==> src/rtl/mania_pkg.sv <==
// Lane constants and the event type shared by the rhythm-game input path.
package mania_pkg;

    localparam int DEFAULT_TIME_W = 16;
    localparam int NUM_LANES      = 4;

    typedef logic [1:0] lane_t;

    localparam lane_t LANE_A = 2'd0;
    localparam lane_t LANE_S = 2'd1;
    localparam lane_t LANE_K = 2'd2;
    localparam lane_t LANE_L = 2'd3;

    // 'time' is a reserved word, so the timestamp field is called stamp.
    typedef struct packed {
        lane_t                     lane;
        logic                      press;
        logic [DEFAULT_TIME_W-1:0] stamp;
    } lane_evt_t;

endpackage

==> src/rtl/lane_event_arbiter_if.sv <==
// Valid/ready event stream from the lane arbiter to the note judge.
interface lane_event_arbiter_if
    import mania_pkg::*;
#(
    parameter int TIME_W = DEFAULT_TIME_W
);
    logic              evt_valid;
    logic              evt_ready;
    lane_t             evt_lane;
    logic              evt_press;
    logic [TIME_W-1:0] evt_time;

    modport master (
        output evt_valid,
        output evt_lane,
        output evt_press,
        output evt_time,
        input  evt_ready
    );

    modport slave (
        input  evt_valid,
        input  evt_lane,
        input  evt_press,
        input  evt_time,
        output evt_ready
    );
endinterface

==> src/rtl/lane_event_arbiter_edge_slot.sv <==
// Per-lane input path: optional debounce (KEY_DEBOUNCE_EN), edge detect, one-deep
// pending event slot and sticky overflow flag.
`ifdef KEY_DEBOUNCE_EN
module key_filter #(
    parameter int unsigned DEBOUNCE_CYCLES = 1000
) (
    input  logic clk,
    input  logic rst,
    input  logic raw_i,
    output logic level_o
);
    localparam int unsigned    CNT_W    = $clog2(DEBOUNCE_CYCLES + 1);
    localparam logic [CNT_W-1:0] CNT_LAST = CNT_W'(DEBOUNCE_CYCLES - 1);

    logic [CNT_W-1:0] cnt_q, cnt_d;
    logic             level_q, level_d;

    // The level flips on the cycle the raw input has disagreed for the full window.
    always_comb begin
        cnt_d   = cnt_q;
        level_d = level_q;
        if (raw_i == level_q) begin
            cnt_d = '0;
        end else if (cnt_q == CNT_LAST) begin
            level_d = raw_i;
            cnt_d   = '0;
        end else begin
            cnt_d = cnt_q + 1'b1;
        end
    end

    always_ff @(posedge clk or negedge rst) begin
        if (!rst) begin
            cnt_q   <= '0;
            level_q <= 1'b0;
        end else begin
            cnt_q   <= cnt_d;
            level_q <= level_d;
        end
    end

    assign level_o = level_q;
endmodule
`endif

module lane_edge_slot
    import mania_pkg::*;
#(
    parameter int TIME_W = DEFAULT_TIME_W
`ifdef KEY_DEBOUNCE_EN
    , parameter int unsigned DEBOUNCE_CYCLES = 1000
`endif
) (
    input  logic              clk,
    input  logic              rst,
    input  logic              key_i,
    input  logic [TIME_W-1:0] song_time_i,
    input  logic              grant_i,
    input  logic              clr_drop_i,
    output logic              slot_valid_o,
    output logic [TIME_W:0]   slot_data_o,
    output logic              drop_o
);
    logic            level;
    logic            prev_q;
    logic            key_edge;
    logic            slot_valid_q, slot_valid_d;
    logic [TIME_W:0] slot_data_q, slot_data_d;
    logic            drop_q, drop_d;

`ifdef KEY_DEBOUNCE_EN
    key_filter #(.DEBOUNCE_CYCLES(DEBOUNCE_CYCLES)) u_filter (
        .clk     (clk),
        .rst     (rst),
        .raw_i   (key_i),
        .level_o (level)
    );
`else
    assign level = key_i;
`endif

    assign key_edge = level ^ prev_q;

    // A slot being granted this cycle counts as empty, so a new edge reloads it.
    always_comb begin
        slot_valid_d = slot_valid_q & ~grant_i;
        slot_data_d  = slot_data_q;
        drop_d       = drop_q & ~clr_drop_i;
        if (key_edge) begin
            if (slot_valid_d) begin
                drop_d = 1'b1;
            end else begin
                slot_valid_d = 1'b1;
                slot_data_d  = {level, song_time_i};
            end
        end
    end

    always_ff @(posedge clk or negedge rst) begin
        if (!rst) begin
            prev_q       <= 1'b0;
            slot_valid_q <= 1'b0;
            slot_data_q  <= '0;
            drop_q       <= 1'b0;
        end else begin
            prev_q       <= level;
            slot_valid_q <= slot_valid_d;
            slot_data_q  <= slot_data_d;
            drop_q       <= drop_d;
        end
    end

    assign slot_valid_o = slot_valid_q;
    assign slot_data_o  = slot_data_q;
    assign drop_o       = drop_q;
endmodule

==> src/rtl/lane_event_arbiter.sv <==
// Four-lane key event timestamping and round-robin serialisation onto a valid/ready
// stream, plus enter start pulse. Build macro KEY_DEBOUNCE_EN adds input debouncing.
module lane_event_arbiter
    import mania_pkg::*;
#(
    parameter int          TIME_W          = DEFAULT_TIME_W,
    parameter int unsigned DEBOUNCE_CYCLES = 1000
) (
    input  logic                        clk,
    input  logic                        rst,
    input  logic                        key_a,
    input  logic                        key_s,
    input  logic                        key_k,
    input  logic                        key_l,
    input  logic                        key_enter,
    input  logic [TIME_W-1:0]           song_time,
    lane_event_arbiter_if.master        evt,
    output logic                        start_pulse,
    output logic [NUM_LANES-1:0]        drop_flags,
    input  logic                        clr_drop
);
    logic [NUM_LANES-1:0] keys;
    logic [NUM_LANES-1:0] slot_valid;
    logic [NUM_LANES-1:0] grant;
    logic [TIME_W:0]      slot_data [NUM_LANES];

    logic              out_valid_q, out_valid_d;
    lane_t             out_lane_q, out_lane_d;
    logic              out_press_q, out_press_d;
    logic [TIME_W-1:0] out_time_q, out_time_d;
    lane_t             rr_q, rr_d;

    logic  out_free;
    logic  gnt_found;
    lane_t gnt_lane;
    lane_t cand;

    logic enter_lvl;
    logic enter_prev_q;
    logic start_q;

    assign keys[LANE_A] = key_a;
    assign keys[LANE_S] = key_s;
    assign keys[LANE_K] = key_k;
    assign keys[LANE_L] = key_l;

    for (genvar g = 0; g < NUM_LANES; g++) begin : g_lane
        lane_edge_slot #(
            .TIME_W          (TIME_W)
`ifdef KEY_DEBOUNCE_EN
            , .DEBOUNCE_CYCLES (DEBOUNCE_CYCLES)
`endif
        ) u_slot (
            .clk          (clk),
            .rst          (rst),
            .key_i        (keys[g]),
            .song_time_i  (song_time),
            .grant_i      (grant[g]),
            .clr_drop_i   (clr_drop),
            .slot_valid_o (slot_valid[g]),
            .slot_data_o  (slot_data[g]),
            .drop_o       (drop_flags[g])
        );
    end

    assign out_free = ~out_valid_q | evt.evt_ready;

    // Round-robin search begins one past the last granted lane and ends on it.
    always_comb begin
        gnt_found = 1'b0;
        gnt_lane  = rr_q;
        cand      = '0;
        for (int i = 1; i <= NUM_LANES; i++) begin
            cand = rr_q + lane_t'(i);
            if (!gnt_found && slot_valid[cand]) begin
                gnt_found = 1'b1;
                gnt_lane  = cand;
            end
        end
        grant = '0;
        if (out_free && gnt_found) begin
            grant[gnt_lane] = 1'b1;
        end
    end

    always_comb begin
        out_valid_d = out_valid_q;
        out_lane_d  = out_lane_q;
        out_press_d = out_press_q;
        out_time_d  = out_time_q;
        rr_d        = rr_q;
        if (out_free) begin
            out_valid_d = gnt_found;
            if (gnt_found) begin
                out_lane_d  = gnt_lane;
                out_press_d = slot_data[gnt_lane][TIME_W];
                out_time_d  = slot_data[gnt_lane][TIME_W-1:0];
                rr_d        = gnt_lane;
            end
        end
    end

    always_ff @(posedge clk or negedge rst) begin
        if (!rst) begin
            out_valid_q <= 1'b0;
            out_lane_q  <= '0;
            out_press_q <= 1'b0;
            out_time_q  <= '0;
            rr_q        <= '0;
        end else begin
            out_valid_q <= out_valid_d;
            out_lane_q  <= out_lane_d;
            out_press_q <= out_press_d;
            out_time_q  <= out_time_d;
            rr_q        <= rr_d;
        end
    end

`ifdef KEY_DEBOUNCE_EN
    key_filter #(.DEBOUNCE_CYCLES(DEBOUNCE_CYCLES)) u_enter_filter (
        .clk     (clk),
        .rst     (rst),
        .raw_i   (key_enter),
        .level_o (enter_lvl)
    );
`else
    assign enter_lvl = key_enter;
`endif

    // Enter bypasses the event path entirely; it only produces the start pulse.
    always_ff @(posedge clk or negedge rst) begin
        if (!rst) begin
            enter_prev_q <= 1'b0;
            start_q      <= 1'b0;
        end else begin
            enter_prev_q <= enter_lvl;
            start_q      <= enter_lvl & ~enter_prev_q;
        end
    end

    assign start_pulse   = start_q;
    assign evt.evt_valid = out_valid_q;
    assign evt.evt_lane  = out_lane_q;
    assign evt.evt_press = out_press_q;
    assign evt.evt_time  = out_time_q;
endmodule
==> src/flat_wrapper.sv <==
// flat-port wrapper written by rule: the top's interface ports become plain ports
module lane_event_arbiter_flat import mania_pkg::*;
#(
    parameter int          TIME_W          = DEFAULT_TIME_W,
    parameter int unsigned DEBOUNCE_CYCLES = 1000
)
  (clk, rst, key_a, key_s, key_k, key_l, key_enter, song_time, start_pulse, drop_flags, clr_drop, evt_evt_valid, evt_evt_lane, evt_evt_press, evt_evt_time, evt_evt_ready);
  lane_event_arbiter_if #(.TIME_W(TIME_W)) evt_i ();
  input  logic clk;
  input  logic rst;
  input  logic key_a;
  input  logic key_s;
  input  logic key_k;
  input  logic key_l;
  input  logic key_enter;
  input  logic [TIME_W-1:0] song_time;
  output logic start_pulse;
  output logic [NUM_LANES-1:0] drop_flags;
  input  logic clr_drop;
  output wire logic [$bits(evt_i.evt_valid)-1:0] evt_evt_valid;
  output wire logic [$bits(evt_i.evt_lane)-1:0] evt_evt_lane;
  output wire logic [$bits(evt_i.evt_press)-1:0] evt_evt_press;
  output wire logic [$bits(evt_i.evt_time)-1:0] evt_evt_time;
  input wire logic [$bits(evt_i.evt_ready)-1:0] evt_evt_ready;
  assign evt_evt_valid = evt_i.evt_valid;
  assign evt_evt_lane = evt_i.evt_lane;
  assign evt_evt_press = evt_i.evt_press;
  assign evt_evt_time = evt_i.evt_time;
  assign evt_i.evt_ready = evt_evt_ready;
  lane_event_arbiter #(.TIME_W(TIME_W), .DEBOUNCE_CYCLES(DEBOUNCE_CYCLES)) u_core (.clk(clk), .rst(rst), .key_a(key_a), .key_s(key_s), .key_k(key_k), .key_l(key_l), .key_enter(key_enter), .song_time(song_time), .evt(evt_i), .start_pulse(start_pulse), .drop_flags(drop_flags), .clr_drop(clr_drop));
endmodule
==> config.mk <==
export PLATFORM = sky130hd
export DESIGN_NAME = lane_event_arbiter_flat
export DESIGN_NICKNAME = d
export VERILOG_FILES = /design/src/rtl/mania_pkg.sv /design/src/rtl/lane_event_arbiter_if.sv /design/src/rtl/lane_event_arbiter_edge_slot.sv /design/src/rtl/lane_event_arbiter.sv /design/src/flat_wrapper.sv
export SDC_FILE = /design/constraint.sdc
export NUM_CORES = 1
export LEC_CHECK = 0
export CAP_MARGIN = 30
export CORE_UTILIZATION = 55
export CTS_BUF_LIST = sky130_fd_sc_hd__clkbuf_4 sky130_fd_sc_hd__clkbuf_8 sky130_fd_sc_hd__clkbuf_16
export CTS_CLUSTER_DIAMETER = 200
export DETAILED_ROUTE_END_ITERATION = 8
export HOLD_SLACK_MARGIN = 0.06
export PLACE_DENSITY_LB_ADDON = 0.1
export SKIP_CTS_REPAIR_TIMING = 1
export SYNTH_ARGS = -nofsm -noshare
export SYNTH_HDL_FRONTEND = slang
export SYNTH_SLANG_ARGS = --single-unit
==> constraint.sdc <==
create_clock -name clk -period 4.5 [get_ports clk]
set_input_delay 0.675 -clock clk [delete_from_list [all_inputs] [get_ports clk]]
set_output_delay 0.675 -clock clk [all_outputs]
set_load 0.02 [all_outputs]
; ---- Word-level counts from Yosys, hierarchy flattened
; Cells that the tools add are included.
[totals]
ff_bits = 102
in_bits = 25
[classes]
n_lt_le_gt_ge = 7
mux = 34
bitwise = 26
reduce_logical = 13
n_addsub = 3
[ops]
columns = op, count
row1 = $bmux W17 S2, 1
row2 = $mux W17, 2
row3 = $mux W1, 21
row4 = $lt A2 B3 Y1 const B, 5
row5 = $not A1 Y1, 11
row6 = $reduce_and A2 Y1, 5
row7 = $and A1 B1 Y1, 9
row8 = $bmux W1 S2, 4
row9 = $mux W2, 4
row10 = $logic_and A1 B1 Y1, 5
row11 = $add A2 B2 Y2 const B, 2
row12 = $mux W4, 1
row13 = $xor A1 B1 Y1, 4
row14 = $ge A3 B3 Y1 const B, 1
row15 = $logic_not A1 Y1, 3
row16 = $not A2 Y3, 1
row17 = $add A2 B1 Y2 const B, 1
row18 = $demux W1 S2, 1
row19 = $ge A2 B1 Y1 const B, 1
row20 = $or A1 B1 Y1, 1

; ---- Depth between registers and ports, before layout
; Gate-level depths: netlist of the first run.
[logic_depth]
ltp_word = 22
ltp_mapped = 8
depth_no_buf = 5

; ---- By module
; From an unflattened synthesis of the first run, not the netlist that was laid out.
[unflattened]
hier_cells = 371
area_unflattened_um2 = 4709.5
[modules_own_cells]
columns = module, area_per_inst_um2, cells_each, instances
row1 = lane_edge_slot, 807.0, 47, 4
row2 = lane_event_arbiter, 1481.4, 183, 1

; ---- Least setup slack after synthesis of the first run
; OpenSTA, ideal clock, no wires.
[synth_timing]
path_kind = reg-to-reg
startpoint = reg u_core.evt.evt_lane[0] (netlist name)
endpoint = reg u_core.out_press_q (netlist: u_core.evt.evt_press)
synth_period_minus_slack_ns = 2.112
stages_incl_launch_ff = 8
required_ns = 4.374
slack_ns = 2.388
setup_ns = 0.126
arrival_time_ns = 1.986
path_buffers = 2
path_cell_list = dfrtp_1 and2b_4 o21a_1 buf_6 nor3_4 buf_6 mux2_1 a221o_1
[synth_lines]
columns = item, line
row1 = to (signal assigned), lane_event_arbiter.sv:113  ; out_press_q <= out_press_d;
row2 = to (decl), lane_event_arbiter.sv:29  ; logic out_press_q, out_press_d;

; ---- Worst setup path in the final report of the first run
[layout_timing]
startpoint = reg u_core.g_lane[3].u_slot.slot_valid_q
endpoint = reg u_core.g_lane[0].u_slot.slot_data_q[4]
[layout_between]
elab_chain_len = 21
[layout_lines]
columns = item, line
row1 = from (decl), lane_event_arbiter_edge_slot.sv:67  ; logic slot_valid_q, slot_valid_d;
row2 = from (signal assigned), lane_event_arbiter_edge_slot.sv:107  ; slot_valid_q <= slot_valid_d;
row3 = $bmux W1 S2, lane_event_arbiter.sv:75  ; if (!gnt_found && slot_valid[cand]) begin
row4 = $mux W1 (implied by the code), lane_event_arbiter.sv:75
row5 = $mux W1, lane_event_arbiter.sv:75
row6 = $logic_not A1 Y1, lane_event_arbiter.sv:75
row7 = $logic_and A1 B1 Y1, lane_event_arbiter.sv:75
row8 = $mux W1, lane_event_arbiter.sv:75
row9 = $logic_not A1 Y1, lane_event_arbiter.sv:75
row10 = $logic_and A1 B1 Y1, lane_event_arbiter.sv:75
row11 = (+5 left out), -
row12 = $logic_and A1 B1 Y1 (implied by the code), lane_event_arbiter.sv:82  ; grant[gnt_lane] = 1'b1;
row13 = $mux W1 (implied by the code), lane_event_arbiter.sv:82
row14 = $demux W1 S2, -
row15 = $mux W4 (*), lane_event_arbiter.sv:81  ; if (out_free && gnt_found) begin
row16 = $not A1 Y1 (*), lane_event_arbiter_edge_slot.sv:86  ; slot_valid_d = slot_valid_q & ~grant_i;
row17 = $and A1 B1 Y1 (*), lane_event_arbiter_edge_slot.sv:86
row18 = $not A1 Y1 (no line) (*), -
row19 = $reduce_and A2 Y1 (no line) (*), -
row20 = to (signal assigned), lane_event_arbiter_edge_slot.sv:108  ; slot_data_q <= slot_data_d;
row21 = to (decl), lane_event_arbiter_edge_slot.sv:68  ; logic [TIME_W:0] slot_data_q, slot_data_d;
; Every way passes the cells marked *; elsewhere a longest branch is shown, timed or not. The select of a mux whose other input is x is not followed.
; A chain may end at the register's enable or synchronous reset.

==> metrics.md, run 1 <==
| Metric | Value |
|---|---|
| Status | completed |
| CP startpoint kind | register |
| Clk Latency, worst-skew pair | 0.38 ns |
| Max Clock Freq | 0.3094 GHz |
| GRT Util Overall | a little under a third |
| # nets final | 643 |
| Logic pwr share | about 57% |
| Via count | about 4,900 |
| Syn_nets | 621 |
| Post-layout util | between 60 and 70% |
| Vias per cell | between 6 and 7 |
| Routability-driven placement congestion ratio | 0.9034 |
| Final Hold Fails | 0 |
| Max_cap viols | 0 |
| Yosys top cell area share | 45.31% |
| Met3 Use GR | slightly above 6% |
| Asr flop ratio synth | 100.0% |
| Crit path cell chain | nand2b_1, a21o_1, nand3_1, buf_4, o21a_1, o211ai_1 |
| DRT iter0 DRCs | 420 |
| Dominant cells by area after synthesis | dfrtp_1 45%, o211ai_1 18%, nand2_1 10%, o211ai_2 4.2%, mux2i_1 2.8% |
| WP buf/inv | 1 |
| Initial Utilization | 57.10% |
| Final setup vio count | 0 |
| Minimum clock period | 3.232 ns |
| Die height | 103.2 um |
| CP Class | reg -> reg |
| Reg clk slew, reported paths | roughly 0.10 ns |
| Most common cell in the netlist | nand2_1 |
| CTS Buf Count | 9 |
| Psw | ~0.0025 W |
| Largest net degree at the start of global routing | 73 |
| Final Max Tran Viols | 0 |
| Top Family by Delay on Critical Path | compound AO/OA/AOI/OAI gates |
| Remaining Overflow, GRT | 0 |
| Global routing usage on met2 | 47.33% |
| CP peak stage delay | between 0.9 and 1 ns |
| CP Capture Type | register |
| Placed Area | 0.006162 sq mm |
| Synthesized flop and latch total | ~100 |
| Drt pass-1 iters | 5 |
| Pwr Total | around 0.0053 W |
| Syn-to-layout area delta | 13.02% |
| # diodes | 0 |
| Yosys Warn Count | 0 |
| Worst R2R Setup Slack | 1.27 ns |
| CTS tree | built |
| Via count of the first global-routing pass | 4,482 |
| Post-synthesis cell type count | 39 |
| Mean routed wirelength per cell | 20.44 um |
| Synth Flop Type | dfrtp_1 |
| Syn avg cell area | 9.451 sq um |
| TNS Setup | 0 ns |
| Rel. slew slack | 39.32% |
| First-pass GRT wire length | 24,360 um |
| Core area | a little under 0.01 sq mm |
| Initial antenna violation count | 0 |
| Peak VDD IR | 0.0003728 V |
| Io pins | 50 |
| Sequential Power Share | 31.9% |
| Sw Ratio | a little under half |
| Cell Pwr Density | 833.5 mW/mm^2 |
| Die W | approximately 100 um |
| Fill count | approximately 800 |
| Mapped Area | between 0.005 and 0.006 sq mm |
| Busiest grt layer | met2 |
| CP max-delay cell | dfrtp_1 |
| Ratio of cells with drive above 1 in the final layout | 10.75% |
| Final instance area | ~0.0064 sq mm |
| EDFF count, synth | 0 |
| Crit path max fanout | 25 |
| Detail Route Antenna Nets | 0 |
| Detail Placement HPWL | 10,050 um |
| PortBufs | 49 |
| Clock Power Share | about 11% |
| Crit path arrival time | approximately 3.5 ns |
| Die area | 0.01065 sq mm |
| M1 GR Usage | 42.76% |
| Synth area leader | dfrtp_1 |
| Cells after Synth | 596 |
| Period utilisation layout | 71.83% |
| Register area share after synthesis | 45.31% |
| Leakage | 2.563 nW |
| Rows | 36 |
| Final clock skew | 0.01624 ns |
| Final WL | 15,450 um |
| RSZ-0062 raised after global routing | false |
| CTS Sinks | ~100 |
| Internal cell power | about 0.0028 W |
| Slew @ Worst Pin | 0.9102 ns |
| Worst hold path type | reg -> reg |
| Clock root buffer | clkbuf_8 |
| H-tree depth | 3 |
| Commonest cells post-synth | 156 x nand2_1, 133 x o211ai_1, 102 x dfrtp_1 |
| Clock Path Buffers | 2 |
| Req. time, crit path | 4.72 ns |
| DRC viols | 0 |
## registers in the layout, indices dropped and copies added (netlist names)
register                           count
u_core.evt.evt_press                   1
u_core.g_lane.u_slot.slot_data_o      68
u_core.evt.evt_lane                    2
u_core.evt.evt_valid                   1
u_core.evt.evt_time                   16
u_core.g_lane.u_slot.prev_q            4
u_core.g_lane.u_slot.slot_valid_o      4
u_core.g_lane.u_slot.drop_o            4
u_core.enter_prev_q                    1
u_core.start_pulse                     1
## cells in the final DEF (no fill, tap or decap), types with 4 or more instances in the layout
cell type / n
a21o_1: 17
buf_4: 21
clkbuf_8: 11
clkdlybuf4s50_1: 48
dfrtp_1: 102
inv_1: 8
mux2i_1: 16
nand2_1: 156
nand4_1: 17
o211ai_1: 133
o211ai_2: 19
o21ai_0: 9
o22ai_1: 4
o31ai_1: 17
xnor2_1: 4
xor2_1: 4
## stage by stage
| stage | hold slack (ns) | std cells | setup WS, ns |
|---|---|---|---|
| after detailed placement | 0.3923 | 740 | 1.381 |
| after CTS | 0.4041 | 756 | 1.358 |
| after floorplan | 0.3777 | 596 | 2.388 |
| after global routing | 0.4129 | 756 | 1.130 |
| final | 0.4015 | 756 | 1.268 |
| after global placement | 0.3860 | 737 | 1.194 |
## layout make-up
| cell class | count | area, sq um | area share, % |
|---|---|---|---|
| multi-input combinational | 426 | 2749 | 43.18 |
| inverter | 8 | 30.03 | 0.4717 |
| sequential | 102 | 2552 | 40.09 |
| clock buffer | 12 | 158.9 | 2.496 |
| tap | 133 | 166.4 | 2.614 |
| timing repair buffer | 71 | 664.4 | 10.44 |
| clock inverter | 4 | 45.04 | 0.7075 |
## power groups by stage
stage	sequential, W	clock [W]	combinational, W
after floorplan	0.00164	0	0.00228
after global placement	0.00168	0	0.00287
after global routing	0.00174	0.000650	0.00328
after detailed placement	0.00169	0	0.00299
final	0.00169	0.000604	0.00301
after CTS	0.00168	0.000614	0.00300
## per-layer routing
| layer | vias to the layer above | wire length (um) | part of all wire (%) |
|---|---|---|---|
| met5 | - | 0 | 0 |
| met4 | 0 | 665 | 4.3 |
| met3 | 40 | 1207 | 7.8 |
| met2 | 232 | 7070 | 46 |
| met1 | 2380 | 6509 | 42 |
| li1 | 2233 | - | - |
## cells by family after synthesis
logic type | Yosys count | synth area share [%]
AND/OR/NAND/NOR | 190 | 14.24
AO/OA/AOI/OAI | 211 | 29.88
XOR/XNOR | 8 | 1.244
flip-flops | 102 | 45.31
multiplexers | 17 | 3.043
buffers and inverters | 68 | 6.286
## final timing paths
| kind | from | depth (start not counted) | endpoint |
|---|---|---|---|
| max in group asynchronous | rst | 2 | u_core.g_lane[3].u_slot.slot_data_o[5] |
| hold / removal | u_core.enter_prev_q | 1 | u_core.start_pulse |
| min in group asynchronous | rst | 1 | u_core.g_lane[3].u_slot.slot_data_o[4] |
| setup / recovery | u_core.g_lane[3].u_slot.slot_valid_o | 6 | u_core.g_lane[0].u_slot.slot_data_o[4] |
| hold reg to reg | u_core.enter_prev_q | 1 | u_core.start_pulse |
| setup reg to reg | u_core.g_lane[3].u_slot.slot_valid_o | 6 | u_core.g_lane[0].u_slot.slot_data_o[4] |
Note: power is estimated with default switching activity, not from simulation.
==> run 2: changes to the inputs <==
--- a/config.mk
+++ b/config.mk
@@ -6,7 +6,7 @@
 export NUM_CORES = 1
 export LEC_CHECK = 0
 export CAP_MARGIN = 30
-export CORE_UTILIZATION = 55
+export CORE_UTILIZATION = 53
 export CTS_BUF_LIST = sky130_fd_sc_hd__clkbuf_4 sky130_fd_sc_hd__clkbuf_8 sky130_fd_sc_hd__clkbuf_16
 export CTS_CLUSTER_DIAMETER = 200
 export DETAILED_ROUTE_END_ITERATION = 8
==> constraint.sdc (replaced) <==
create_clock -name clk -period 2.8 [get_ports clk]
set_input_delay 0.42 -clock clk [delete_from_list [all_inputs] [get_ports clk]]
set_output_delay 0.42 -clock clk [all_outputs]
set_load 0.02 [all_outputs]
==> run 2 against run 1 <==
Effect of this change: cell area grew 2.1%; core utilization shrank 1.5 points; clock skew grew 0.00059 ns; critical endpoint is now u_core.g_lane[0].u_slot.slot_data_o[9]; combinational power grew 69%; sequential power grew 54%; routed wire length grew 3.3%; global-route usage shrank 0.18 points; register-to-register slack lost 1.1 ns; die area grew 3.7%; via count grew 0.80%.
==> metrics.md, run 2 (synthesis results as in run 1) <==
| Metric | Value |
|---|---|
| Ratio of cells with drive above 1 in the final layout | a little under an eighth |
| Reg clk slew, reported paths | 0.10 ns |
| Die area | 0.01104 sq mm |
| Via count | 4,924 |
| CTS Buf Count | 9 |
| Cell Pwr Density | roughly 1400 mW/mm^2 |
| Leakage | 2.628 nW |
| CTS tree | built |
| Max Clock Freq | 0.3807 GHz |
| Beginning of the worst hold path | u_core.enter_prev_q |
| Detail Route Antenna Nets | 0 |
| Worst reg2reg path startpoint | u_core.g_lane[2].u_slot.slot_valid_o |
| # diodes | 0 |
| Die height | roughly 110 um |
| Syn-to-layout area delta | 15.44% |
| Logic pwr share | 57.3% |
| Die W | 105.1 um |
| Cells on Worst Hold Path | 1 |
| Final Max Tran Viols | 0 |
| Req. time, crit path | 3.03 ns |
| Sequential Power Share | 29.4% |
| Max_cap viols | 0 |
| Most frequent cells in the layout | 156 x nand2_1, 133 x o211ai_1, 102 x dfrtp_1 |
| Largest net degree at the start of global routing | 61 |
| H-tree depth | 3 |
| Status | completed |
| Worst hold path type | reg -> reg |
| Hold endpoint | u_core.start_pulse |
| DRC viols | 0 |
| CP Capture Type | register |
| Clock Power Share | 13.3% |
| Minimum clock period | 2.627 ns |
| Core area | 0.01032 sq mm |
| Rel. slew slack | between 30% and 40% |
| Io pins | 50 |
| Flip-flop count of the largest register after layout | a little under 70 |
| TNS Setup | 0 ns |
| Routability-driven placement congestion ratio | 0.8572 |
| Most common cell after layout, fill and taps aside | nand2_1 |
| Via count of the first global-routing pass | roughly 4,900 |
| Remaining Overflow, GRT | 0 |
| PortBufs | ~50 |
| CP startpoint kind | register |
| CTS Sinks | 102 |
| Drt pass-1 iters | 5 |
| Clk Latency, worst-skew pair | around 0.39 ns |
| Initial Utilization | 54.56% |
| Final setup vio count | 0 |
| Clock root buffer | clkbuf_8 |
| Worst R2R Setup Slack | around 0.17 ns |
| DRT iter0 DRCs | 371 |
| Detail Placement HPWL | 10,250 um |
| Final WL | 15,960 um |
| Pwr Total | 0.008874 W |
| Psw | 0.004036 W |
| Worst Reg2Reg Path Length in Cells | 8 |
| GRT Util Overall | 31.02% |
| RSZ-0062 raised after global routing | false |
| Mean routed wirelength per cell | between 20 and 25 um |
| Final clock skew | 0.01683 ns |
| # nets final | 651 |
| Crit path max fanout | 22 |
| Initial antenna violation count | 0 |
| CP Class | reg -> reg |
| Final WS setup | roughly 0.17 ns |
| Slew @ Worst Pin | 0.9199 ns |
| Peak VDD IR | between 0.0006 and 0.0007 V |
| Sw Ratio | 45.48% |
| Final Hold Fails | 0 |
| First-pass GRT wire length | 26,270 um |
| Clock Path Buffers | 2 |
| Worst slack, placed | 0.1420 ns |
| Period utilisation layout | 93.82% |
| Internal cell power | just under 0.005 W |
| Crit path arrival time | approximately 2.9 ns |
| Rows | 37 |
| Vias per cell | about 6.4 |
| Worst R2R End | u_core.g_lane[0].u_slot.slot_data_o[9] |
-- run 2: cell types whose count changed in the layout (fill, tap and decap cells not counted), sizes merged --
cell / change
clkbuf: +1
dlygate4sd3: +1
clkinv: -3
bufinv: +2
buf: +7
-- run 2: metal layers --
metal	share of wire, %	global-route usage, %
met1	44	41.65
met2	48	49.86
met3	5.3	4.866
met4	3.6	13.38
met5	0	0
-- run 2: through the flow --
stage / instances / util [%] / instance area [sq um] / hold slack (ns)
after global routing: 767 / 62.99 / 6502 / 0.4265
after detailed placement: 750 / 60.40 / 6236 / 0.4000
final: 767 / 62.99 / 6502 / 0.4082
after global placement: 749 / 60.30 / 6225 / 0.3902
after floorplan: 596 / - / 5633 / 0.1244
after CTS: 766 / 62.89 / 6492 / 0.03482
-- run 2: how the worst max path moves through the flow --
stage / startpoint / to / slack (ns) / depth (start not counted)
finish: u_core.g_lane[2].u_slot.slot_valid_o / u_core.g_lane[0].u_slot.slot_data_o[9] / 0.17 / 8
global route: u_core.g_lane[2].u_slot.slot_valid_o / u_core.g_lane[0].u_slot.slot_data_o[9] / 0.02 / 8
CTS: u_core.g_lane[2].u_slot.slot_valid_o / u_core.g_lane[0].u_slot.slot_data_o[9] / 0.17 / 8
detailed placement: evt_evt_ready / u_core.g_lane[1].u_slot.slot_data_o[4] / 0.14 / 7
global placement: u_core.g_lane[3].u_slot.slot_valid_o / u_core.g_lane[1].u_slot.slot_data_o[2] / 0.03 / 4
floorplan: u_core.evt.evt_lane[0] / u_core.evt.evt_press / 0.69 / 7
-- run 2: worst max-delay path, cell delays in order (launching register included) --
cell,delay [ns]
dfrtp_1,0.42
buf_4,0.24
nor2_1,0.21
nand2_1,0.09
buf_4,0.22
nand3_1,0.18
buf_4,0.29
o21a_1,0.63
o211ai_1,0.21
-- run 2: layout make-up --
cell class	count	area, sq um
clock inverters	3	90.09
multi-input cells	426	2749
flip-flops and latches	102	2552
clock buffers	13	166.4
inverters	8	30.03
fillers	879	3821
repair buffers	79	744.5
well taps	136	170.2
-- run 2: power by group through the flow --
stage | combinational (W) | sequential [W] | clock [W]
CTS | 0.00508 | 0.00259 | 0.00120
finish | 0.00509 | 0.00261 | 0.00118
global placement | 0.00492 | 0.00258 | 0
floorplan | 0.00367 | 0.00264 | 0
global route | 0.00552 | 0.00268 | 0.00125
detailed placement | 0.00506 | 0.00261 | 0
==> run 3: changes to the inputs <==
--- a/config.mk
+++ b/config.mk
@@ -6,7 +6,7 @@
 export NUM_CORES = 1
 export LEC_CHECK = 0
 export CAP_MARGIN = 30
-export CORE_UTILIZATION = 53
+export CORE_UTILIZATION = 55
 export CTS_BUF_LIST = sky130_fd_sc_hd__clkbuf_4 sky130_fd_sc_hd__clkbuf_8 sky130_fd_sc_hd__clkbuf_16
 export CTS_CLUSTER_DIAMETER = 200
 export DETAILED_ROUTE_END_ITERATION = 8
==> constraint.sdc (replaced) <==
create_clock -name clk -period 3.4 [get_ports clk]
set_input_delay 0.51 -clock clk [delete_from_list [all_inputs] [get_ports clk]]
set_output_delay 0.51 -clock clk [all_outputs]
set_load 0.02 [all_outputs]
==> run 3 against run 2 <==
Effect of this change: maximum frequency decreased by 6.0%; routed wire length is 2.0% lower; first-iteration DRC count fell by 13%; critical path depth fell by 4; cell area down 1.1%; sequential power fell by 17%; largest power group unchanged.
==> metrics.md, run 3 (synthesis results as in run 1) <==
| Metric | Value |
|---|---|
| Flip-flop count of the largest register after layout | 68 |
| Slew @ Worst Pin | 0.7602 ns |
| CTS tree | built |
| WP buf/inv | 0 |
| Final instance area | 0.006429 sq mm |
| Final clock skew | between 0.015 and 0.02 ns |
| CP startpoint kind | register |
| Die W | 103.2 um |
| Clk Latency, worst-skew pair | 0.37 ns |
| Period utilisation layout | approximately 82% |
| TNS Setup | 0 ns |
| DRC viols | 0 |
| CTS Sinks | 102 |
| CTS Buf Count | 9 |
| Detail Placement HPWL | around 10,000 um |
| Drt pass-1 iters | 4 |
| Minimum clock period | 2.793 ns |
| Remaining Overflow, GRT | 0 |
| Req. time, crit path | about 3.6 ns |
| Most common cell after layout, fill and taps aside | nand2_1 |
| Initial antenna violation count | 0 |
| Final WS setup | between 0.6 and 0.7 ns |
| Final Max Tran Viols | 0 |
| Worst hold path type | in -> async |
| Mean routed wirelength per cell | 20.44 um |
| RSZ-0062 raised after global routing | false |
| Core area | 0.009864 sq mm |
| CP Class | reg -> reg |
| Io pins | 50 |
| Via count | 4,918 |
| Peak VDD IR | 0.0005349 V |
| DRT iter0 DRCs | 323 |
| Routability-driven placement congestion ratio | 0.8486 |
| Largest net degree at the start of global routing | between 50 and 60 |
| Die area | roughly 0.011 sq mm |
| Final WL | 15,640 um |
| Placed Area | 0.006223 sq mm |
| First-pass GRT wire length | 24,740 um |
| Top Family by Delay on Critical Path | compound AO/OA/AOI/OAI gates |
| Rel. slew slack | about half |
| Ratio of cells with drive above 1 in the final layout | 12.03% |
| # nets final | 652 |
| PortBufs | 49 |
| Leakage | ~2.6 nW |
| GRT Util Overall | 31.17% |
| Detail Route Antenna Nets | 0 |
| CP Capture Type | register |
| Crit path max fanout | 29 |
| Most frequent cells in the layout | 156 x nand2_1, 133 x o211ai_1, 102 x dfrtp_1 |
| Cell Pwr Density | 1105 mW/mm^2 |
| Fill count | 797 |
| Vias per cell | ~6.4 |
| Max Clock Freq | 0.3580 GHz |
| Die height | 103.2 um |
| Crit path cell chain | o41ai_4, o21bai_4, o21a_1, o211ai_1 |
| Clock root buffer | clkbuf_8 |
| Via count of the first global-routing pass | 4,599 |
| H-tree depth | 3 |
| Crit path arrival time | 3.02 ns |
| Final setup vio count | 0 |
| CP max-delay cell | o41ai_4 |
| Syn-to-layout area delta | 14.13% |
| Worst slack, placed | 0.6192 ns |
| CP peak stage delay | 0.80 ns |
| Final Hold Fails | 0 |
| Rows | 36 |
| Max_cap viols | 0 |
| # diodes | 0 |
| Clock Path Buffers | 2 |
| Status | completed |
| Reg clk slew, reported paths | ~0.11 ns |
| Initial Utilization | 57.10% |
-- run 3: final cells by class --
cell class	count	area [sq um]	area share, %
Multi-Input combinational cell	426	2749	42.76
Clock buffer	10	137.6	2.141
Clock inverter	6	52.55	0.8174
Inverter	8	30.03	0.4671
Tap cell	133	166.4	2.589
Timing Repair Buffer	80	740.7	11.52
Sequential cell	102	2552	39.70
-- run 3: worst register-to-register path: stages (launching register included) --
cell	delay (ns)
dfrtp_1	0.54
o41ai_4	0.80
o21bai_4	0.46
o21a_1	0.66
o211ai_1	0.20
-- run 3: per-stage QoR --
step                      instances  hold WS [ns]  total power [W]  utilization (%)
after floorplan                 596        0.2144         0.005191                -
after global placement          748        0.3846         0.006155            63.09
after detailed placement        748        0.3977         0.006303            63.09
after CTS                       764        0.2075         0.007057            65.02
after global routing            765        0.2196         0.007555            65.17
final                           765        0.1875         0.007106            65.17
-- run 3: report_power, final --
group | leakage [nW] | internal (W) | total, W | switching [W]
Clock | 0.0910 | 0.000297 | 0.000744 | 0.000447
Combinational | 1.41 | 0.00173 | 0.00420 | 0.00247
Sequential | 1.09 | 0.00173 | 0.00216 | 0.000433
-- run 3: path summary, 6_finish.rpt --
path,from,endpoint,slack [ns],cells past startpoint
worst max-delay path,u_core.g_lane[3].u_slot.slot_valid_o,u_core.g_lane[0].u_slot.slot_data_o[2],0.61,4
worst min-delay path,rst,u_core.g_lane[3].u_slot.drop_o,0.19,1
worst max register to register,u_core.g_lane[3].u_slot.slot_valid_o,u_core.g_lane[0].u_slot.slot_data_o[2],0.61,4
worst min register to register,u_core.enter_prev_q,u_core.start_pulse,0.41,1
max in group asynchronous,rst,u_core.g_lane[2].u_slot.slot_data_o[7],2.37,2
min in group clk,u_core.enter_prev_q,u_core.start_pulse,0.41,1
-- run 3: per-layer routing --
metal  track usage, %  vias to the layer above  part of all wire (%)
met4            11.81                        0                   2.3
met5                0                        -                     0
met1            42.66                     2429                    42
met3            4.167                       23                   6.5
met2            50.82                      213                    49
li1                 -                     2253                     -
